[config.mk]
export PLATFORM = sky130hd
export DESIGN_NAME = mem_sequencer
export DESIGN_NICKNAME = d
export VERILOG_FILES = /design/src/rtl/mem_sequencer_pkg.sv /design/src/rtl/mem_seq_out_fifo.sv /design/src/rtl/mem_sequencer.sv
export SDC_FILE = /design/constraint.sdc
export NUM_CORES = 1
export LEC_CHECK = 0
export BUFFER_PORTS_ARGS = -buffer_cell sky130_fd_sc_hd__buf_4
export CAP_MARGIN = 20
export CORE_ASPECT_RATIO = 1.4
export CORE_MARGIN = 2
export CORE_UTILIZATION = 40
export DETAILED_ROUTE_END_ITERATION = 10
export GPL_TIMING_DRIVEN = 1
export HOLD_SLACK_MARGIN = 0.02
export RECOVER_POWER = 25
export SLEW_MARGIN = 5
export SYNTH_ARGS = -nofsm -noshare
export SYNTH_HDL_FRONTEND = slang
export SYNTH_SLANG_ARGS = --single-unit
export TNS_END_PERCENT = 1
[constraint.sdc]
create_clock -name i_CLK -period 3.6 [get_ports i_CLK]
set_input_delay 0.18 -clock i_CLK [delete_from_list [all_inputs] [get_ports i_CLK]]
set_output_delay 0.18 -clock i_CLK [all_outputs]
set_load 0.05 [all_outputs]
[src/rtl/mem_sequencer_pkg.sv]
// mem_sequencer_pkg: state encoding, buffer sizing and
// default widths shared by the frame buffer sequencer.
package mem_sequencer_pkg;

  localparam int DEF_NB_ADDRESS = 10;
  localparam int DEF_RAM_WIDTH  = 13;

  localparam int BUF_DEPTH = 4;
  localparam int BUF_AW    = 2;
  localparam int BUF_CW    = 3;

  typedef enum logic [1:0] {
    ST_IDLE = 2'd0,
    ST_LOAD = 2'd1,
    ST_FULL = 2'd2,
    ST_READ = 2'd3
  } state_t;

endpackage

[src/rtl/mem_seq_out_fifo.sv]
// mem_seq_out_fifo: 4-entry output buffer that absorbs
// words returning from the RAM read port.
module mem_seq_out_fifo
  import mem_sequencer_pkg::*;
#(
  parameter int W = DEF_RAM_WIDTH
) (
  input  logic              clk,
  input  logic              rst_n,
  input  logic              push,
  input  logic              pop,
  input  logic [W-1:0]      din,
  output logic [W-1:0]      dout,
  output logic [BUF_CW-1:0] occ
);

  logic [W-1:0]      mem [BUF_DEPTH];
  logic [BUF_AW-1:0] wp;
  logic [BUF_AW-1:0] rp;
  logic              do_push;
  logic              do_pop;

  assign do_push = push & (occ != BUF_CW'(BUF_DEPTH));
  assign do_pop  = pop & (occ != '0);
  assign dout    = mem[rp];

  // Storage, pointers and occupancy; reset leaves the head at zero.
  always_ff @(posedge clk or negedge rst_n) begin
    if (!rst_n) begin
      for (int i = 0; i < BUF_DEPTH; i++) begin
        mem[i] <= '0;
      end
      wp  <= '0;
      rp  <= '0;
      occ <= '0;
    end else begin
      if (do_push) begin
        mem[wp] <= din;
        wp      <= wp + BUF_AW'(1);
      end
      if (do_pop) begin
        rp <= rp + BUF_AW'(1);
      end
      if (do_push && !do_pop) begin
        occ <= occ + BUF_CW'(1);
      end else if (!do_push && do_pop) begin
        occ <= occ - BUF_CW'(1);
      end
    end
  end

endmodule

[src/rtl/mem_sequencer.sv]
// mem_sequencer: loads a frame into block RAM, then streams it back.
// Optional MEM_SEQ_REPLAY_EN adds i_clear and frame replay from FULL.
module mem_sequencer
  import mem_sequencer_pkg::*;
#(
  parameter int NB_ADDRESS = DEF_NB_ADDRESS,
  parameter int RAM_WIDTH  = DEF_RAM_WIDTH
) (
  input  logic                  i_CLK,
  input  logic                  i_rst_n,
  input  logic [NB_ADDRESS-1:0] i_frame_len,
  input  logic                  i_load_valid,
  input  logic [RAM_WIDTH-1:0]  i_load_data,
  output logic                  o_load_ready,
  input  logic                  i_start,
`ifdef MEM_SEQ_REPLAY_EN
  input  logic                  i_clear,
`endif
  output logic                  o_rd_valid,
  output logic [RAM_WIDTH-1:0]  o_rd_data,
  input  logic                  i_rd_ready,
  output logic                  o_mem_wrEnable,
  output logic [NB_ADDRESS-1:0] o_mem_writeAdd,
  output logic [RAM_WIDTH-1:0]  o_mem_data,
  output logic [NB_ADDRESS-1:0] o_mem_readAdd,
  input  logic [RAM_WIDTH-1:0]  i_mem_data,
  output logic                  o_busy,
  output logic                  o_done
);

  state_t                state;
  logic [NB_ADDRESS-1:0] last_idx;
  logic [NB_ADDRESS-1:0] wr_cnt;
  logic [NB_ADDRESS-1:0] rd_addr;
  logic [NB_ADDRESS-1:0] out_cnt;
  logic                  issue_done;
  logic                  inflight;
  logic [BUF_CW-1:0]     occ;
  logic [3:0]            pending;
  logic                  accept;
  logic                  issue;
  logic                  pop;
  logic                  last_out;

  // last_idx = len-1, so a length field of 0 wraps to all-ones.
  assign accept   = i_load_valid & o_load_ready;
  assign pending  = {1'b0, occ} + {3'b0, inflight};
  assign issue    = (state == ST_READ) & ~issue_done
                  & (pending < 4'(BUF_DEPTH));
  assign o_rd_valid    = (occ != '0);
  assign pop           = o_rd_valid & i_rd_ready;
  assign last_out      = pop & (state == ST_READ)
                       & (out_cnt == last_idx);
  assign o_done        = last_out;
  assign o_busy        = (state != ST_IDLE);
  assign o_mem_readAdd = rd_addr;

  mem_seq_out_fifo #(
    .W(RAM_WIDTH)
  ) u_fifo (
    .clk  (i_CLK),
    .rst_n(i_rst_n),
    .push (inflight),
    .pop  (pop),
    .din  (i_mem_data),
    .dout (o_rd_data),
    .occ  (occ)
  );

  // Frame FSM with registered write port and read address issue.
  always_ff @(posedge i_CLK or negedge i_rst_n) begin
    if (!i_rst_n) begin
      state          <= ST_IDLE;
      o_load_ready   <= 1'b0;
      o_mem_wrEnable <= 1'b0;
      o_mem_writeAdd <= '0;
      o_mem_data     <= '0;
      last_idx       <= '0;
      wr_cnt         <= '0;
      rd_addr        <= '0;
      out_cnt        <= '0;
      issue_done     <= 1'b0;
      inflight       <= 1'b0;
    end else begin
      o_mem_wrEnable <= accept;
      if (accept) begin
        o_mem_writeAdd <= wr_cnt;
        o_mem_data     <= i_load_data;
      end
      inflight <= issue;
      if (issue) begin
        if (rd_addr == last_idx) begin
          issue_done <= 1'b1;
        end else begin
          rd_addr <= rd_addr + NB_ADDRESS'(1);
        end
      end
      if (pop && state == ST_READ) begin
        out_cnt <= out_cnt + NB_ADDRESS'(1);
      end
      unique case (state)
        ST_IDLE: begin
          o_load_ready <= 1'b1;
          if (accept) begin
            last_idx <= i_frame_len - NB_ADDRESS'(1);
            wr_cnt   <= NB_ADDRESS'(1);
            if (i_frame_len == NB_ADDRESS'(1)) begin
              state        <= ST_FULL;
              o_load_ready <= 1'b0;
              wr_cnt       <= '0;
            end else begin
              state <= ST_LOAD;
            end
          end
        end
        ST_LOAD: begin
          if (accept) begin
            if (wr_cnt == last_idx) begin
              state        <= ST_FULL;
              o_load_ready <= 1'b0;
              wr_cnt       <= '0;
            end else begin
              wr_cnt <= wr_cnt + NB_ADDRESS'(1);
            end
          end
        end
        ST_FULL: begin
`ifdef MEM_SEQ_REPLAY_EN
          if (i_clear) begin
            state        <= ST_IDLE;
            o_load_ready <= 1'b1;
          end else
`endif
          if (i_start) begin
            state      <= ST_READ;
            rd_addr    <= '0;
            out_cnt    <= '0;
            issue_done <= 1'b0;
          end
        end
        ST_READ: begin
          if (last_out) begin
`ifdef MEM_SEQ_REPLAY_EN
            state <= ST_FULL;
`else
            state        <= ST_IDLE;
            o_load_ready <= 1'b1;
`endif
            rd_addr    <= '0;
            out_cnt    <= '0;
            issue_done <= 1'b0;
            wr_cnt     <= '0;
          end
        end
      endcase
    end
  end

endmodule

### After elaboration in Yosys (flattened, before gate mapping)

Cells that the tools add are included.

* memory bits (writable): 0
* output and inout port bits: 51
* flip-flop bits (word level): 128
* memories kept: 0
* latch bits: 0
* input bits: 41
* bits in read-only memories: 0

* multiply operators: 0
* shifts and indexed selects: 0
* eq/ne operators: 13
* mux-type cells: 41
* reductions and logical operators: 15
* $add $sub $neg: 9
* bitwise operators: 11
* magnitude comparators: 4
* divide/modulo/power cells: 0

Operators by type and width (count)
* 10-bit 2-to-1 mux: 11
* 52-bit bitwise mux: 1
* 10-bit case mux with 2 select lines: 2
* 13-bit 2-to-1 mux: 3
* 10-bit by 1-bit adder with 10-bit output, second input constant: 3
* 10-bit == test: 3
* 10-bit case mux with 3 select lines: 1
* 13-bit binary-select mux with 2-bit select: 1
* 13-bit demux with 2-bit select: 1
* 2-bit 2-to-1 mux: 6
* 10-bit by 1-bit == test with 1-bit output, second input constant: 1
* 1-bit 2-to-1 mux: 10
* 2-bit inequality test, second input constant: 5
* 10-bit by 1-bit subtractor with 10-bit output, second input constant: 1
* 1-bit bitwise AND: 8
* 2-bit case mux with 4 select lines: 1
* 4-bit AND reduction: 2
* 3-bit >= comparator, second input constant: 2
* 3-bit 2-to-1 mux: 2
* 2-bit inverter with 3-bit output: 2
* 3-bit nonzero test: 2
* 5-bit AND reduction: 1
* 2-bit by 1-bit adder with 2-bit output, second input constant: 2
* 3-bit by 1-bit adder with 4-bit output: 1
* other kinds (15): 21

### Logic depth before layout (Yosys ltp)

Gate-level depths: netlist of the first run.

* word-level depth: 6
* mapped depth: 8
* depth with buffers taken out: 8

### By module

A second synthesis of the first run with hierarchy kept.

* cells, all modules: 512
* area, all modules: 6273.5 um^2

By module, submodules not included
* mem_sequencer: sequential area each 1726.7 um^2, area an instance 3609.7 um^2, times used 1, cells an instance 351
* mem_seq_out_fifo: sequential area each 1476.4 um^2, area an instance 2663.8 um^2, times used 1, cells an instance 161

### Least setup slack after synthesis of the first run

OpenSTA, ideal clock, no wires.

* path type: register -> register
* start point: register u_fifo.occ[2]
* end point: register u_fifo.occ[2]
* clock period less this slack: 2323 ps
* data arrival time: 2243 ps
* cell stages (with the launch flop): 9
* setup time: 79 ps
* slack: 1277 ps
* path buffers: 0
* path through: dfrtp_1 or3_1 nand2_1 ha_1 inv_1 fa_1 xor2_1 nor2_1 xor2_1

* longest elaborated chain between the ends: 6
* elaborated cells on any way between the ends: 14
* classes of those cells: 2 x add/sub; 1 x eq/ne; 2 x mux; 3 x bitwise; 6 x reduce/logical

RTL lines
* start, declared: line mem_seq_out_fifo.sv:14 `output logic [BUF_CW-1:0] occ`
* start signal, assigned: line mem_seq_out_fifo.sv:45 `occ <= occ + BUF_CW'(1);`
* start signal, assigned: line mem_seq_out_fifo.sv:47 `occ <= occ - BUF_CW'(1);`
* 3-bit nonzero test *: line mem_sequencer.sv:50 `assign o_rd_valid = (occ != '0);`
* named net o_rd_valid: line mem_sequencer.sv:19 `output logic o_rd_valid,`
* 1-bit bitwise AND: line mem_sequencer.sv:51 `assign pop = o_rd_valid & i_rd_ready;`
* 1-bit bitwise AND *: line mem_seq_out_fifo.sv:24 `assign do_pop = pop & (occ != '0);`
* 1-bit zero test: line mem_seq_out_fifo.sv:44 `if (do_push && !do_pop) begin`
* 1-bit logical AND: line mem_seq_out_fifo.sv:44
* 3-bit 2-to-1 mux or 2-bit nonzero test (tied branches)

Mark *: on every way through the listed nets, which the timed path passes. The rest lies on a longest branch. The select of a mux whose other input is x is not followed.
A chain may end at the register's enable or synchronous reset.

### Worst setup path after layout of the first run

* start point: register o_load_ready
* end point: register last_idx[3]

* longest elaborated chain between the ends: 2

RTL lines
* start, declared: line mem_sequencer.sv:14 `output logic o_load_ready,`
* start signal, assigned: line mem_sequencer.sv:74 `o_load_ready <= 1'b0;`
* start signal, assigned: line mem_sequencer.sv:103 `o_load_ready <= 1'b1;`
* start signal, assigned: line mem_sequencer.sv:109 `o_load_ready <= 1'b0;`
* 1-bit bitwise AND: line mem_sequencer.sv:46 `assign accept = i_load_valid & o_load_ready;`
* 2-bit AND reduction (no line)
* end signal, assigned: line mem_sequencer.sv:105 `last_idx <= i_frame_len - NB_ADDRESS'(1);`
* end, declared: line mem_sequencer.sv:32 `logic [NB_ADDRESS-1:0] last_idx;`

Every way passes these cells.

==> summary.md, run 1 <==
| Metric | Value |
|---|---|
| Outcome | `finished with violations` |
| Failing checks | `max-capacitance violations, max-slew violations` |
| R2R cell count | `5` |
| Mapped Area | `6480 sq um` |
| Register-to-register setup slack | `1.16 ns` |
| CP Launch Point | `o_load_ready` |
| Initial antenna violation count | `0` |
| Crit Path Category | `flip-flop to flip-flop` |
| Top-count cell post-synth | `dfrtp_1` |
| Die Span Y | `155 microns` |
| CTS root buffer | `clkbuf_16` |
| Top post-synthesis cells by area | `dfrtp_1, mux2_2, mux4_2` |
| CP top delay family | `simple AND/OR/NAND/NOR gates` |
| Worst-path clk slew | `0.06 ns` |
| PwrDens | `923 nW/um^2` |
| P_leak | `3.45 nW` |
| Tot GR Track Use | `18.3%` |
| RR Endpoint | `last_idx[3]` |
| Post-route minimum period | `2.44 ns` |
| Layout cell share with drive strength beyond 1 | `33.3%` |
| Final-report hold violation count | `0` |
| ANT cells | `0` |
| Ys Warns | `0` |
| Post-synth cell types | `63` |
| Total power draw | `7.55 mW` |
| PortBufs | `91` |
| Vias | `4721` |
| Predominant post-synthesis flop cell | `dfrtp_1` |
| Initial DRC count | `315` |
| Clk sinks | `128` |
| Clock skew | `0.0144 ns` |
| Delay of the slowest critical-path stage | `0.60 ns` |
| Filler instances | `1407` |
| Mean Syn Cell Area | `12.1 sq um` |
| Die ar. | `17300 sq um` |
| # rows | `55` |
| Sequential area share after synthesis | `49.4%` |
| Ys async rst share | `100%` |
| Cell Chain, Critical Path | `nand2_1, clkinv_1, nand2_1, a21oi_1, a21o_1` |
| Cell taking the most area after synthesis | `dfrtp_1` |
| Cell depth of the worst hold path | `2` |
| Hold Path Sink | `u_fifo.mem[21]` |
| Reg2reg start | `o_load_ready` |
| Min-delay src | `i_mem_data[8]` |
| Slowest CP cell | `nand2_1` |
| Number of H-tree levels | `4` |
| Final #Nets | `706` |
| CTS buffer count | `17` |
| Maximum net fanout on the critical path | `20` |
| Detailed Route WL | `15200 microns` |
| Vias in the first global route | `4926` |
| RSZ-0062 raised after global routing | `false` |
| I/O pins | `92` |
| Crit share post-route | `67.9%` |
| Synthesized netlist cell count | `534` |
| Grt total ovfl | `0` |
| Post-synth top area share | `49.4%` |
| P&R area growth vs syn | `26.2%` |
| Seq cells post-synth | `128` |
| Final GP Congestion | `0.892` |
| Crit path capture type | `flip-flop` |
| FMAX | `409 MHz` |
| Clock Latency Late Sink | `0.42 ns` |
| Starting density of the core | `40.4%` |
| CORE AREA | `16000 sq um` |
| Crit path DAT | `2.75 ns` |
| Post-route ant nets | `0` |
| WL per Instance | `17.6 microns` |
| CP bufs+invs | `1` |
| Die Width | `112 microns` |
| CP Launch Type | `flip-flop` |
| Worst hold path type | `input pin to flip-flop` |
| Worst-Margin Slew | `1.56 ns` |
| Drt pass-1 iters | `4` |
| Synth top cells by count | `dfrtp_1, mux2_2, nand2_1, xnor2_1, nor2_1` |
| Via-to-Cell Ratio | `5.48` |
| First-pass GRT wire length | `25300 microns` |
| Max-cap viol count | `1` |
| # DRC | `0` |
| Post-synth EDFFs | `0` |
| Final setup violating endpoints | `0` |
| Fin. max-slew vios | `61` |
| Maximum clock path buffer count | `2` |
| VDD IR max | `988 uV` |
| Largest net degree at the start of global routing | `69` |
| Synth Net Count | `590` |
| Sum of negative setup slack | `0 ns` |
| Dpl hpwl | `10600 microns` |
| Slew HR | `-4.19%` |
| CTS tree | `yes` |
| CP dominant cell by count | `nand2_1` |
| Required @ worst endpoint | `3.91 ns` |
power by group:
part           switching (mW)  leakage (nW)  total [mW]  internal, mW
registers               0.538          1.59        2.51          1.97
logic                    1.88          1.56        3.23          1.34
clock network           0.681         0.301        1.82          1.14
timing repair:
item,4_1_cts,5_1_grt
gates resized for setup,0,0
setup endpoints to repair,0,0
setup buffers,0,0
hold buffers,25,0
endpoints found under the hold margin,110,0
per-layer routing:
| metal | routed length, microns | vias up | share of wire (%) | GRT usage, % |
|---|---|---|---|---|
| met1 | 6240 | 2404 | 41 | 21.6 |
| met2 | 8190 | 116 | 54 | 33.2 |
| li1 | - | 2180 | - | - |
| met3 | 468 | 21 | 3.1 | 2.98 |
| met4 | 268 | 0 | 1.8 | 7.23 |
| met5 | 0 | - | 0 | 0 |
per-stage QoR:
stage	setup slack (ns)	utilization [%]	hold slack, ns	instance area [sq um]	instances
2_1_floorplan	1.28	-	-0.116	6480	534
3_3_place_gp	1.18	46.0	0.302	7370	805
3_5_place_dp	1.12	46.0	0.324	7370	805
4_1_cts	1.09	51.4	0.0224	8250	862
5_1_grt	0.802	51.0	0.0421	8190	862
6_report	1.16	51.0	0.0398	8190	862
placed cells by master, fill, tap and decap left out, drive strengths merged, types with 13 or more instances in the layout:
cell	n
nor2	26
mux2	78
nand2	33
o21ai	22
dfrtp	128
buf	77
ha	14
clkbuf	36
inv	18
nand3	17
a21oi	21
mux4	13
nand4	18
xnor2	40
dlygate4sd3	25
state kept, by name, indices dropped and copies added (netlist names), 3 cells and up:
register        flops
u_fifo.occ          3
o_mem_writeAdd     10
out_cnt            10
last_idx           10
o_mem_readAdd      10
wr_cnt             10
o_mem_data         13
u_fifo.mem         52
kinds of logic (layout without fill, tap and decap cells):
logic type,count (synthesis),in the layout,synth area share (%)
xor+xnor,52,52,7.83
fa+ha+maj,15,15,3.01
simple gates,133,133,11.3
mux,93,93,18.4
buf+inv,38,167,2.28
flops,128,128,49.4
compound gates,75,75,7.84
cell type report:
type                    instances  area, sq um  share of cell area, %
clock inverters                13          175                   2.14
inverters                      16         60.1                  0.734
clock buffers                  19          453                   5.53
multi-input cells             368         3140                   38.4
flip-flops and latches        128         3200                   39.1
repair buffers                119          906                   11.1
well taps                     199          249                   3.04
how the worst max path moves through the flow:
stage                          to  slack [ns]  depth (start not counted)
finish                last_idx[3]        1.16                          5
global route          last_idx[3]        0.80                          5
CTS                  o_rd_data[2]        1.09                          2
detailed placement    last_idx[3]        1.12                          5
global placement      last_idx[3]        1.18                          5
floorplan           u_fifo.occ[2]        1.28                          8
Note: power is estimated with default switching activity, not from simulation.
==> run 2: changes to the inputs <==
- clock period: 3.6 -> 2.3 ns (I/O delays scaled with it)
==> summary.md, run 2 (synthesized netlist as in run 1, its figures left out) <==
| Metric | Value |
|---|---|
| Outcome | `completed (was finished with violations)` |
| I/O pins | `92 (unchanged)` |
| CTS tree | `yes (unchanged)` |
| Commonest non-fill, non-tap cells in the layout | `dfrtp_1, buf_4, mux2_2 (was dfrtp_1, mux2_2, buf_4)` |
| Post-route minimum period | `2.14 ns` |
| Proportion of power drawn by combinational gates | `46.2% (was 42.7%)` |
| Drt pass-1 iters | `4 (unchanged)` |
| Final-report hold violation count | `0 (unchanged)` |
| P_leak | `3.64 nW (was 3.45 nW)` |
| Commonest non-fill, non-tap cell in the layout | `dfrtp_1 (unchanged)` |
| Vias in the first global route | `5124 (was 4926)` |
| CTS buffer count | `17 (unchanged)` |
| Die ar. | `17300 sq um (unchanged)` |
| CP Launch Point | `state[0] (was o_load_ready)` |
| Worst-Margin Slew | `0.976 ns (was 1.56 ns)` |
| Max FFs per register | `52 (unchanged)` |
| Final core area utilization | `53.0% (was 51.0%)` |
| Crit Path Category | `flip-flop to output port (was flip-flop to flip-flop)` |
| P&R area growth vs syn | `31.1% (was 26.2%)` |
| Required @ worst endpoint | `2.18 ns (was 3.91 ns)` |
| Clk sinks | `128 (unchanged)` |
| Clock share of power | `22.1% (was 24.1%)` |
| ANT cells | `0 (unchanged)` |
| Sw Share | `40.3% (was 41.1%)` |
| Crit share post-route | `93.2%` |
| Number of H-tree levels | `4 (unchanged)` |
| Finished Layout Cells | `894 (was 862)` |
| CP Launch Type | `flip-flop (unchanged)` |
| Sequential share of power | `31.7% (was 33.2%)` |
| Post-route ant nets | `0 (unchanged)` |
| FMAX | `466 MHz` |
| Clock Latency Late Sink | `0.42 ns (about the same)` |
| # DRC | `0 (unchanged)` |
| VDD IR max | `1620 uV (was 988 uV)` |
| Max-cap viol count | `0 (was 1)` |
| CTS root buffer | `clkbuf_16 (unchanged)` |
| Clock skew | `0.00635 ns (was 0.0144 ns)` |
| Die Width | `112 microns (unchanged)` |
| Worst hold path type | `input pin to flip-flop (unchanged)` |
| Final #Nets | `738 (was 706)` |
| Sum of negative setup slack | `0 ns (unchanged)` |
| Final GP Congestion | `0.850 (was 0.892)` |
| RSZ-0062 raised after global routing | `false (unchanged)` |
| Fin. max-slew vios | `0 (was 61)` |
| Maximum net fanout on the critical path | `6 (was 20)` |
| Worst-path clk slew | `0.06 ns (about the same)` |
| Switching power | `4.82 mW (was 3.10 mW)` |
| Largest Register | `u_fifo.mem (unchanged)` |
| Crit path capture type | `output port (was flip-flop)` |
| Layout cell share with drive strength beyond 1 | `37.6% (was 33.3%)` |
| # rows | `55 (unchanged)` |
| PwrDens | `1410 nW/um^2 (was 923 nW/um^2)` |
| Reg2reg start | `state[0] (was o_load_ready)` |
| Int Pwr | `7.13 mW (was 4.45 mW)` |
| WL per Instance | `16.8 microns (was 17.6 microns)` |
| Largest net degree at the start of global routing | `44 (was 69)` |
| Tot GR Track Use | `18.5% (was 18.3%)` |
| Slew HR | `34.9% (was -4.19%)` |
| CORE AREA | `16000 sq um (unchanged)` |
| Grt total ovfl | `0 (unchanged)` |
| Via-to-Cell Ratio | `5.32 (was 5.48)` |
| Vias | `4758 (was 4721)` |
| Largest regs | `u_fifo.mem: 52 flops, o_mem_data: 13 flops (unchanged)` |
| Starting density of the core | `40.4% (unchanged)` |
| First-pass GRT wire length | `25400 microns (was 25300 microns)` |
| Initial DRC count | `293 (was 315)` |
| Post-Place Cells | `826 (was 805)` |
| Maximum clock path buffer count | `2 (unchanged)` |
| Initial antenna violation count | `0 (unchanged)` |
| PortBufs | `91 (unchanged)` |
| Crit path DAT | `2.03 ns (was 2.75 ns)` |
| Die Span Y | `155 microns (unchanged)` |
| Final setup violating endpoints | `0 (unchanged)` |
| Detailed Route WL | `15000 microns (was 15200 microns)` |
| Dpl hpwl | `10900 microns (was 10600 microns)` |
| Min-delay src | `i_frame_len[3] (was i_mem_data[8])` |
run 2: changes by cell type in the layout (fill, tap and decap cells not counted), moves of 2 or more:
cell | before | now
inv_6 | 4 | 1
dlygate4sd3_1 | 25 | 36
clkinv_2 | 0 | 2
clkinvlp_4 | 2 | 4
buf_4 | 76 | 111
clkbuf_1 | 16 | 1
run 2: critical path, cell delays in order (launching register included):
cell     delay (ns)
dfrtp_1        0.44
ha_2           0.28
o311a_4        0.25
nand3_4        0.12
nor3_1         0.26
buf_4          0.26
run 2: metal layers:
metal / share of wire, % / wire length [microns] / GRT usage [%] / up-vias
met3: 3.5 / 527 / 3.84 / 24
met5: 0 / 0 / 0 / -
li1: - / - / - / 2253
met4: 2.2 / 333 / 7.35 / 0
met2: 54 / 8100 / 32.9 / 117
met1: 40 / 6080 / 21.9 / 2364
run 2: worst paths after layout:
path / endpoint / slack (ns) / cells after the start
min reg2reg: o_mem_writeAdd[9] / 0.48 / 2
max: o_done / 0.16 / 5
min: last_idx[3] / 0.13 / 4
max reg2reg: wr_cnt[6] / 0.19 / 7
min in group asynchronous: u_fifo.mem[50] / 0.35 / 2
max in group asynchronous: last_idx[9] / 0.45 / 3
run 2: what timing repair did:
action	4_1_cts	5_1_grt
endpoints found under the hold margin	107	0
resized for setup	0	3
setup endpoints to repair	0	3
setup buffers	0	0
hold buffers	36	0
run 2: power by group through the flow:
stage | Clock (mW) | Combinational (mW) | Sequential (mW)
finish | 2.65 | 5.52 | 3.79
global placement | 0 | 5.41 | 3.75
global route | 2.82 | 5.91 | 3.91
detailed placement | 0 | 5.51 | 3.83
CTS | 2.71 | 5.57 | 3.80
floorplan | 0 | 3.55 | 4.12
run 2: final cells by class:
type	instances	area [sq um]
Clock inverter	12	135
Clock buffer	20	457
Tap cell	199	249
Inverter	16	60.1
Multi-Input combinational cell	368	3150
Sequential cell	128	3200
Timing Repair Buffer	151	1240
Fill cell	1396	7530
run 2: through the flow:
step           hold WS, ns  power, mW  setup WS [ns]  area, sq um
6_report             0.125       12.0          0.156         8500
2_1_floorplan       -0.181       7.67          0.103         6490
5_1_grt              0.139       12.6         0.0161         8500
4_1_cts              0.111       12.1         0.0765         8510
3_3_place_gp        0.0921       9.16          0.133         7560
3_5_place_dp         0.114       9.34          0.112         7560
